`src/rtl/rtc_bus_phase_driver_if.sv`:
```
// Requester handshake plus the physical RTC multiplexed-bus pins for one phase driver.
// slave = the phase driver itself; master = the requester and RTC pin model around it.
interface rtc_bus_phase_driver_if;
    logic       req;
    logic       a_d;
    logic       w_r;
    logic [7:0] din;
    logic [7:0] dout;
    logic       busy;
    logic       done;
    logic [7:0] bus_in;
    logic [7:0] bus_out;
    logic       bus_oe;
    logic       cs_n;
    logic       ad_pin;
    logic       wr_n;
    logic       rd_n;

    modport slave (
        input  req, a_d, w_r, din, bus_in,
        output dout, busy, done, bus_out, bus_oe, cs_n, ad_pin, wr_n, rd_n
    );

    modport master (
        output req, a_d, w_r, din, bus_in,
        input  dout, busy, done, bus_out, bus_oe, cs_n, ad_pin, wr_n, rd_n
    );
endinterface

```
`src/rtl/rtc_bus_phase_driver.sv`:
```
// Drives one address or data byte phase on the RTC multiplexed AD bus:
// setup, strobe, hold and recover timing from a single shared down counter.
module rtc_bus_phase_driver #(
    parameter int unsigned SETUP_CYC   = 2,
    parameter int unsigned PULSE_CYC   = 5,
    parameter int unsigned HOLD_CYC    = 2,
    parameter int unsigned RECOVER_CYC = 3
) (
    input  logic                  clk,
    input  logic                  reset,
    rtc_bus_phase_driver_if.slave bus
);

    localparam int unsigned CNT_W  = 4;
    localparam int unsigned BYTE_W = 8;

    typedef enum logic [2:0] {
        IDLE,
        SETUP,
        STROBE,
        HOLD,
        RECOVER
    } state_e;

    state_e              state_q;
    logic [CNT_W-1:0]    cnt_q;
    logic                we_q;
    logic                cs_n_q;
    logic                wr_n_q;
    logic                rd_n_q;
    logic                ad_pin_q;
    logic                bus_oe_q;
    logic [BYTE_W-1:0]   bus_out_q;
    logic [BYTE_W-1:0]   dout_q;
    logic                busy_q;
    logic                done_q;

    logic                accept_c;
    logic                eff_we_c;
    logic                cnt_zero_c;

    // The last RECOVER cycle accepts directly so back-to-back phases keep a fixed period.
    assign cnt_zero_c = (cnt_q == CNT_W'(0));
    assign accept_c   = bus.req && ((state_q == IDLE) || ((state_q == RECOVER) && cnt_zero_c));
    assign eff_we_c   = bus.w_r | ~bus.a_d;

    always_ff @(posedge clk) begin
        if (reset) begin
            state_q   <= IDLE;
            cnt_q     <= CNT_W'(0);
            we_q      <= 1'b0;
            cs_n_q    <= 1'b1;
            wr_n_q    <= 1'b1;
            rd_n_q    <= 1'b1;
            ad_pin_q  <= 1'b0;
            bus_oe_q  <= 1'b0;
            bus_out_q <= BYTE_W'(0);
            dout_q    <= BYTE_W'(0);
            busy_q    <= 1'b0;
            done_q    <= 1'b0;
        end else begin
            done_q <= 1'b0;
            if (accept_c) begin
                state_q   <= SETUP;
                cnt_q     <= CNT_W'(SETUP_CYC - 1);
                we_q      <= eff_we_c;
                ad_pin_q  <= bus.a_d;
                cs_n_q    <= 1'b0;
                busy_q    <= 1'b1;
                bus_oe_q  <= eff_we_c;
                bus_out_q <= eff_we_c ? bus.din : BYTE_W'(0);
            end else begin
                case (state_q)
                    IDLE: state_q <= IDLE;
                    SETUP: begin
                        if (cnt_zero_c) begin
                            state_q <= STROBE;
                            cnt_q   <= CNT_W'(PULSE_CYC - 1);
                            wr_n_q  <= ~we_q;
                            rd_n_q  <= we_q;
                        end else begin
                            cnt_q <= cnt_q - CNT_W'(1);
                        end
                    end
                    STROBE: begin
                        if (cnt_zero_c) begin
                            state_q <= HOLD;
                            cnt_q   <= CNT_W'(HOLD_CYC - 1);
                            wr_n_q  <= 1'b1;
                            rd_n_q  <= 1'b1;
                            if (!we_q) begin
                                dout_q <= bus.bus_in;
                            end
                        end else begin
                            cnt_q <= cnt_q - CNT_W'(1);
                        end
                    end
                    HOLD: begin
                        if (cnt_zero_c) begin
                            state_q  <= RECOVER;
                            cnt_q    <= CNT_W'(RECOVER_CYC - 1);
                            cs_n_q   <= 1'b1;
                            bus_oe_q <= 1'b0;
                            done_q   <= 1'b1;
                        end else begin
                            cnt_q <= cnt_q - CNT_W'(1);
                        end
                    end
                    RECOVER: begin
                        if (cnt_zero_c) begin
                            state_q <= IDLE;
                            busy_q  <= 1'b0;
                        end else begin
                            cnt_q <= cnt_q - CNT_W'(1);
                        end
                    end
                    default: begin
                        state_q <= IDLE;
                        cnt_q   <= CNT_W'(0);
                    end
                endcase
            end
        end
    end

    assign bus.cs_n    = cs_n_q;
    assign bus.wr_n    = wr_n_q;
    assign bus.rd_n    = rd_n_q;
    assign bus.ad_pin  = ad_pin_q;
    assign bus.bus_oe  = bus_oe_q;
    assign bus.bus_out = bus_out_q;
    assign bus.dout    = dout_q;
    assign bus.busy    = busy_q;
    assign bus.done    = done_q;

endmodule

```
`src/flat_wrapper.sv`:
```
// flat-port wrapper written by rule: the top's interface ports become plain ports
module rtc_bus_phase_driver_flat 
#(
    parameter int unsigned SETUP_CYC   = 2,
    parameter int unsigned PULSE_CYC   = 5,
    parameter int unsigned HOLD_CYC    = 2,
    parameter int unsigned RECOVER_CYC = 3
)
  (clk, reset, bus_req, bus_a_d, bus_w_r, bus_din, bus_bus_in, bus_dout, bus_busy, bus_done, bus_bus_out, bus_bus_oe, bus_cs_n, bus_ad_pin, bus_wr_n, bus_rd_n);
  rtc_bus_phase_driver_if bus_i ();
  input  logic clk;
  input  logic reset;
  input wire logic [$bits(bus_i.req)-1:0] bus_req;
  input wire logic [$bits(bus_i.a_d)-1:0] bus_a_d;
  input wire logic [$bits(bus_i.w_r)-1:0] bus_w_r;
  input wire logic [$bits(bus_i.din)-1:0] bus_din;
  input wire logic [$bits(bus_i.bus_in)-1:0] bus_bus_in;
  output wire logic [$bits(bus_i.dout)-1:0] bus_dout;
  output wire logic [$bits(bus_i.busy)-1:0] bus_busy;
  output wire logic [$bits(bus_i.done)-1:0] bus_done;
  output wire logic [$bits(bus_i.bus_out)-1:0] bus_bus_out;
  output wire logic [$bits(bus_i.bus_oe)-1:0] bus_bus_oe;
  output wire logic [$bits(bus_i.cs_n)-1:0] bus_cs_n;
  output wire logic [$bits(bus_i.ad_pin)-1:0] bus_ad_pin;
  output wire logic [$bits(bus_i.wr_n)-1:0] bus_wr_n;
  output wire logic [$bits(bus_i.rd_n)-1:0] bus_rd_n;
  assign bus_i.req = bus_req;
  assign bus_i.a_d = bus_a_d;
  assign bus_i.w_r = bus_w_r;
  assign bus_i.din = bus_din;
  assign bus_i.bus_in = bus_bus_in;
  assign bus_dout = bus_i.dout;
  assign bus_busy = bus_i.busy;
  assign bus_done = bus_i.done;
  assign bus_bus_out = bus_i.bus_out;
  assign bus_bus_oe = bus_i.bus_oe;
  assign bus_cs_n = bus_i.cs_n;
  assign bus_ad_pin = bus_i.ad_pin;
  assign bus_wr_n = bus_i.wr_n;
  assign bus_rd_n = bus_i.rd_n;
  rtc_bus_phase_driver #(.SETUP_CYC(SETUP_CYC), .PULSE_CYC(PULSE_CYC), .HOLD_CYC(HOLD_CYC), .RECOVER_CYC(RECOVER_CYC)) u_core (.clk(clk), .reset(reset), .bus(bus_i));
endmodule
```
`config.mk`:
```
export PLATFORM = sky130hd
export DESIGN_NAME = rtc_bus_phase_driver_flat
export DESIGN_NICKNAME = d
export VERILOG_FILES = /design/src/rtl/rtc_bus_phase_driver_if.sv /design/src/rtl/rtc_bus_phase_driver.sv /design/src/flat_wrapper.sv
export SDC_FILE = /design/constraint.sdc
export NUM_CORES = 1
export LEC_CHECK = 0
export ABC_AREA = 1
export BUFFER_PORTS_ARGS = -buffer_cell sky130_fd_sc_hd__buf_4
export CAP_MARGIN = 10
export CORE_MARGIN = 3
export CORE_UTILIZATION = 45
export CTS_BUF_LIST = sky130_fd_sc_hd__clkbuf_16
export CTS_CLUSTER_SIZE = 40
export DETAILED_ROUTE_END_ITERATION = 8
export PLACE_DENSITY_LB_ADDON = 0.12
export SLEW_MARGIN = 5
export SYNTH_ARGS = -nofsm -noshare
export SYNTH_HDL_FRONTEND = slang
export SYNTH_SLANG_ARGS = --single-unit
```
`constraint.sdc`:
```
create_clock -name clk -period 1.3 [get_ports clk]
set_input_delay 0.065 -clock clk [delete_from_list [all_inputs] [get_ports clk]]
set_output_delay 0.065 -clock clk [all_outputs]
set_load 0.01 [all_outputs]
```
# Word level (Yosys, flattened, before mapping)
# Cells that the tools add are included.
totals:
  register_bits: 31
  mem_count: 0
  romBits: 0
  in_bits: 21
  ramBits: 0
  latchBits: 0
op_classes:
  bitwise: 6
  n_reduce_logical: 19
  div: 0
  order_cmp: 0
  eq_ne: 15
  mux: 26
  mul: 0
  addsub: 1
  shift: 0
op_table:
  columns: ["operator", "count"]
  rows:
  - ["4-bit one-hot mux with 5 select lines", 1]
  - ["4-bit two-way mux", 4]
  - ["4-bit AND reduction", 4]
  - ["1-bit two-way mux", 13]
  - ["3-bit two-way mux", 4]
  - ["3-bit by 1-bit inequality test with 1-bit output (second input constant)", 4]
  - ["3-bit one-hot mux with 4 select lines", 1]
  - ["2-bit by 1-bit inequality test with 1-bit output (second input constant)", 5]
  - ["8-bit two-way mux", 1]
  - ["2-bit AND reduction", 4]
  - ["2-bit nonzero test", 4]
  - ["3-bit by 2-bit equality test with 1-bit output (second input constant)", 2]
  - ["1-bit inverter", 5]
  - ["4-bit logical NOT", 1]
  - ["1-bit one-hot mux with 2 select lines", 2]
  - ["4-bit by 1-bit subtractor with 4-bit output (second input constant)", 1]
  - ["3-bit by 1-bit equality test with 1-bit output (second input constant)", 1]
  - ["3-bit equality test (second input constant)", 1]
  - ["3-bit logical NOT", 1]
  - ["3-bit by 2-bit inequality test with 1-bit output (second input constant)", 1]
  - ["3-bit OR reduction", 1]
  - ["1-bit logical AND", 2]
  - ["2-bit inequality test (second input constant)", 1]
  - ["2-bit OR reduction", 1]
  - ["other kinds (2)", 2]

# Depth between registers and ports, before layout
depth:
  depth_word: 6
  ltp_mapped: 10
  mapped_depth_nobuf: 9

# Worst setup path before layout
# OpenSTA, ideal clock, no wires.
synth_path:
  path_kind: "reg2reg"
  start: "reg u_core.cnt_q[0]"
  end: "reg u_core.bus_out_q[0], in the netlist u_core.bus.bus_out[0]"
  path_stages_with_launch: 10
  synth_period_minus_slack_ns: 1.383
  setup_time_ns: 0.112
  arrival_ns: 1.271
  slack_ns: -0.083
  cell_sequence: "dfxtp_1 -> inv_1 -> ha_1 -> nand2_4 -> a21oi_4 -> nand2_4 -> nand2_8 -> inv_4 -> nand2_1 -> nand2_1"
synth_between:
  elab_chain_cells: 4
synth_rtl:
  columns: ["element", "line_no", "rtl"]
  rows:
  - ["start: declaration", "rtc_bus_phase_driver.sv:26", "logic [CNT_W-1:0] cnt_q;"]
  - ["start signal: assignment", "rtc_bus_phase_driver.sv:65", "cnt_q <= CNT_W'(SETUP_CYC - 1);"]
  - ["start signal: assignment", "rtc_bus_phase_driver.sv:78", "cnt_q <= CNT_W'(PULSE_CYC - 1);"]
  - ["start signal: assignment", "rtc_bus_phase_driver.sv:82", "cnt_q <= cnt_q - CNT_W'(1);"]
  - ["4-bit logical NOT", "rtc_bus_phase_driver.sv:43", "assign cnt_zero_c = (cnt_q == CNT_W'(0));"]
  - ["1-bit logical AND", "rtc_bus_phase_driver.sv:44", "assign accept_c = bus.req && ((state_q == IDLE) || ((state_q == RECOVER) && cnt_zero_c));"]
  - ["1-bit logical OR", "rtc_bus_phase_driver.sv:44", null]
  - ["1-bit logical AND", "rtc_bus_phase_driver.sv:44", null]
  - ["end signal: assignment", "rtc_bus_phase_driver.sv:71", "bus_out_q <= eff_we_c ? bus.din : BYTE_W'(0);"]
  - ["end: declaration", "rtc_bus_phase_driver.sv:33", "logic [BYTE_W-1:0] bus_out_q;"]
# Every way passes these cells.
# A chain may end at the register's enable or synchronous reset.

# Final worst setup path
layout_path:
  start: "reg u_core.cnt_q[1]"
  end: "reg u_core.we_q"
layout_between:
  elab_chain_cells: 4
layout_rtl:
  columns: ["element", "line_no", "rtl"]
  rows:
  - ["4-bit logical NOT", "rtc_bus_phase_driver.sv:43", null]
  - ["1-bit logical AND", "rtc_bus_phase_driver.sv:44", null]
  - ["1-bit logical OR", "rtc_bus_phase_driver.sv:44", null]
  - ["1-bit logical AND", "rtc_bus_phase_driver.sv:44", null]
  - ["end signal: assignment", "rtc_bus_phase_driver.sv:66", "we_q <= eff_we_c;"]
  - ["end: declaration", "rtc_bus_phase_driver.sv:27", "logic we_q;"]
# Every way passes these cells.

==> summary.md <==
| Metric | Value |
|---|---|
| Global-route wire length before repair | `6.20 mm` |
| HPWL Detailed | `2.62 mm` |
| Sequential power share | `0.325` |
| Cell Area, Synth | `1390 sq um` |
| Synthesis-to-finish area growth | `66.8%` |
| Clock Power Share | `0.441` |
| Initial Util | `0.489` |
| RSZ-0062 raised after global routing | `true` |
| Sw frac | `0.260` |
| DRC viols | `0` |
| Yosys warning total | `0` |
| Int Power | `2520 uW` |
| Switching power | `884 uW` |
| Post-layout util | `0.815` |
| Mapped Nets | `210` |
| Site row count | `19` |
| Vias in the first global route | `1437` |
| Max Cap Viol | `0` |
| CTS tree | `built` |
| Max_slew headroom | `0.806` |
| Pwr Density | `1460 nW/um^2` |
| DR vias | `1473` |
| CP Max Fanout | `6` |
| Clock Tree Root | `clkbuf_16` |
| Slew @ Worst Pin | `290 ps` |
| Worst path required time | `1470 ps` |
| CTS Buffer Depth | `2` |
| Initial antenna violation count | `0` |
| Share of cells above drive strength 1 | `0.437` |
| Total track usage | `0.222` |
| Crit path kind | `flop to flop` |
| Final Hold Fails | `0` |
| Die ar. | `3800 sq um` |
| Violations in the final reports | `negative setup slack` |
| # H-tree levels | `2` |
| Final period utilization | `1.06` |
| Clk pin slew, worst setup/hold paths | `50 ps` |
| 1st-pass router iterations | `4` |
| # clock sinks | `31` |
| Worst Skew | `4.02 ps` |
| Clk_lat worst skew | `270 ps` |
| CP arrival | `1550 ps` |
| Final hold slack | `17.7 ps` |
| Top-Level Pins | `44` |
| Chip height | `61.7 microns` |
| Core area | `2850 sq um` |
| # fillers | `181` |
| Routed vias/inst | `5.01` |
| Post-synth cell types | `30` |
| Worst setup EP type | `flop` |
| Seq/Total Area, Yosys | `0.445` |
| Post-route ant nets | `0` |
| Worst vdd ir | `991 uV` |
| Initial DRC Count | `96` |
| Final setup margin | `-79.7 ps` |
| Antenna Cells | `0` |
| PortBufs | `43` |
| Placer Congestion | `0.872` |
| Routed wire length | `3.80 mm` |
| Largest net degree at the start of global routing | `14` |
| Startpoint types | `flop` |
| Number of CTS-inserted buffers | `5` |
| # nets final | `285` |
| Die width | `61.7 microns` |
| Final setup violation count | `17` |
| Avg Cell Area, Syn | `7.45 sq um` |
| Number of synthesized flops with an enable pin | `0` |
| Cells after synthesis | `187` |
| GRT Residual Overflow | `0` |
| Yosys reg bits | `31` |
| Outcome | `finished, violations left` |
| Leak | `0.00111 uW` |
| Worst Hold Class | `primary input to flop` |
| Final count of pins violating max slew | `0` |
| Fmax | `725 MHz` |
| Ys flop type | `dfxtp_1` |
| DP Worst Slack | `-116 ps` |
| Routed len/inst | `12.9 microns` |
| Period minus WS final | `1380 ps` |
| Synth async-reset ratio | `0` |
| Logic pwr share | `0.234` |
## worst max-delay path: stages (launching register included)
cell and delay (ps):
dfxtp_2 320, inv_2 70, ha_4 160, nand2_8 70, a21oi_4 240, nand2_4 140, nand2_8 110, buf_4 120
o21ai_2 40
## layout by cell type (no fill, tap or decap), drive strengths merged
cell type	netlist	routed
xnor2	1	1
dfxtp	31	31
o21bai	1	1
a21oi	9	9
ha	2	2
a31oi	1	1
nand2	64	65
clkinv	2	2
clkinvlp	0	2
nor2	28	28
dlygate4sd3	0	9
xor2	1	1
clkbuf	1	5
nor3	2	2
inv	13	12
buf	3	62
bufinv	0	2
nand3	13	13
o21ai	15	15
## registers in the layout, summed over array words and instances, names as in the netlist
name	count
u_core.bus.ad_pin	1
u_core.bus.cs_n	1
u_core.we_q	1
u_core.bus.rd_n	1
u_core.bus.done	1
u_core.state_q	3
u_core.bus.bus_oe	1
u_core.bus.wr_n	1
u_core.cnt_q	4
u_core.bus.bus_out	8
u_core.bus.dout	8
u_core.bus.busy	1
## power groups by stage
stage | Sequential, uW | Clock, uW | Combinational (uW)
after detailed placement | 1120 | 0 | 659
after global placement | 1110 | 0 | 644
after global routing | 1120 | 1570 | 868
after floorplan | 1130 | 0 | 360
after CTS | 1100 | 1520 | 750
final | 1110 | 1500 | 796
## cell usage after synthesis (2+ instances only)
cell / count / area (sq um)
dfxtp_1: 31 / 621
clkinv_2: 2 / 10.0
nand3_2: 3 / 30.0
inv_1: 10 / 37.5
inv_2: 2 / 7.51
o21ai_0: 14 / 70.1
nand2_2: 2 / 12.5
nor2_1: 26 / 97.6
a21oi_1: 7 / 35.0
ha_1: 2 / 25.0
nand3_1: 10 / 50.1
nand2_1: 59 / 221
nand2_4: 2 / 22.5
## path summary, 6_finish.rpt
| path | startpoint | end | slack (ps) | cells past startpoint |
|---|---|---|---|---|
| worst max register to register | u_core.cnt_q[1]$_SDFFE_PP0P_ | u_core.we_q$_SDFFE_PP0P_ | -80 | 8 |
| worst max-delay path | u_core.cnt_q[1]$_SDFFE_PP0P_ | u_core.we_q$_SDFFE_PP0P_ | -80 | 8 |
| worst min register to register | u_core.bus.bus_out[3]$_SDFFE_PP0P_ | u_core.bus.bus_out[3]$_SDFFE_PP0P_ | 450 | 2 |
| worst min-delay path | bus_bus_in[0] | u_core.bus.dout[0]$_SDFFE_PP0P_ | 20 | 3 |
## area by class of cell
cell class              count  area (sq um)  share of cell area
multi-input cells         138           820               0.353
flip-flops and latches     31           626               0.269
repair buffers             71           576               0.248
clock buffers               5           125              0.0538
inverters                  15          72.6              0.0312
clock inverters             3          67.6              0.0291
well taps                  31          38.8              0.0167
## layer usage
layer / up-vias / wire length [microns] / share of wire / GRT usage
met1: 674 / 1540 / 0.41 / 0.235
met3: 5 / 179 / 0.047 / 0.0629
met4: 0 / 38 / 0.010 / 0.0848
met2: 43 / 2040 / 0.54 / 0.411
met5: - / 0 / 0 / 0
li1: 751 / - / - / -
## cell families (layout without fill, tap and decap cells)
family / after synthesis / count (layout) / synth area share
flops: 31 / 31 / 0.445
fa+ha+maj: 2 / 2 / 0.0180
xor+xnor: 2 / 2 / 0.0126
compound gates: 26 / 26 / 0.107
buf+inv: 19 / 94 / 0.0637
simple gates: 107 / 108 / 0.354
## metrics by stage
stage                     instance area, sq um  TNS [ps]  total power (uW)  cells
after global routing                      2320     -2930              3550    294
after floorplan                           1410     -48.3              1490    187
after detailed placement                  1860      -911              1780    271
after CTS                                 2260      -178              3370    292
final                                     2320      -789              3400    294
after global placement                    1860      -219              1760    271
## repair_timing
item / in CTS / in global routing
resized for setup: 22 / 13
hold buffers: 9 / 0
gates cloned: 1 / 0
endpoints found under the hold margin: 9 / 0
setup endpoints to repair: 25 / 28
pin swaps: 6 / 7
buffers inserted: 3 / 2
Note: power is estimated with default switching activity, not from simulation.
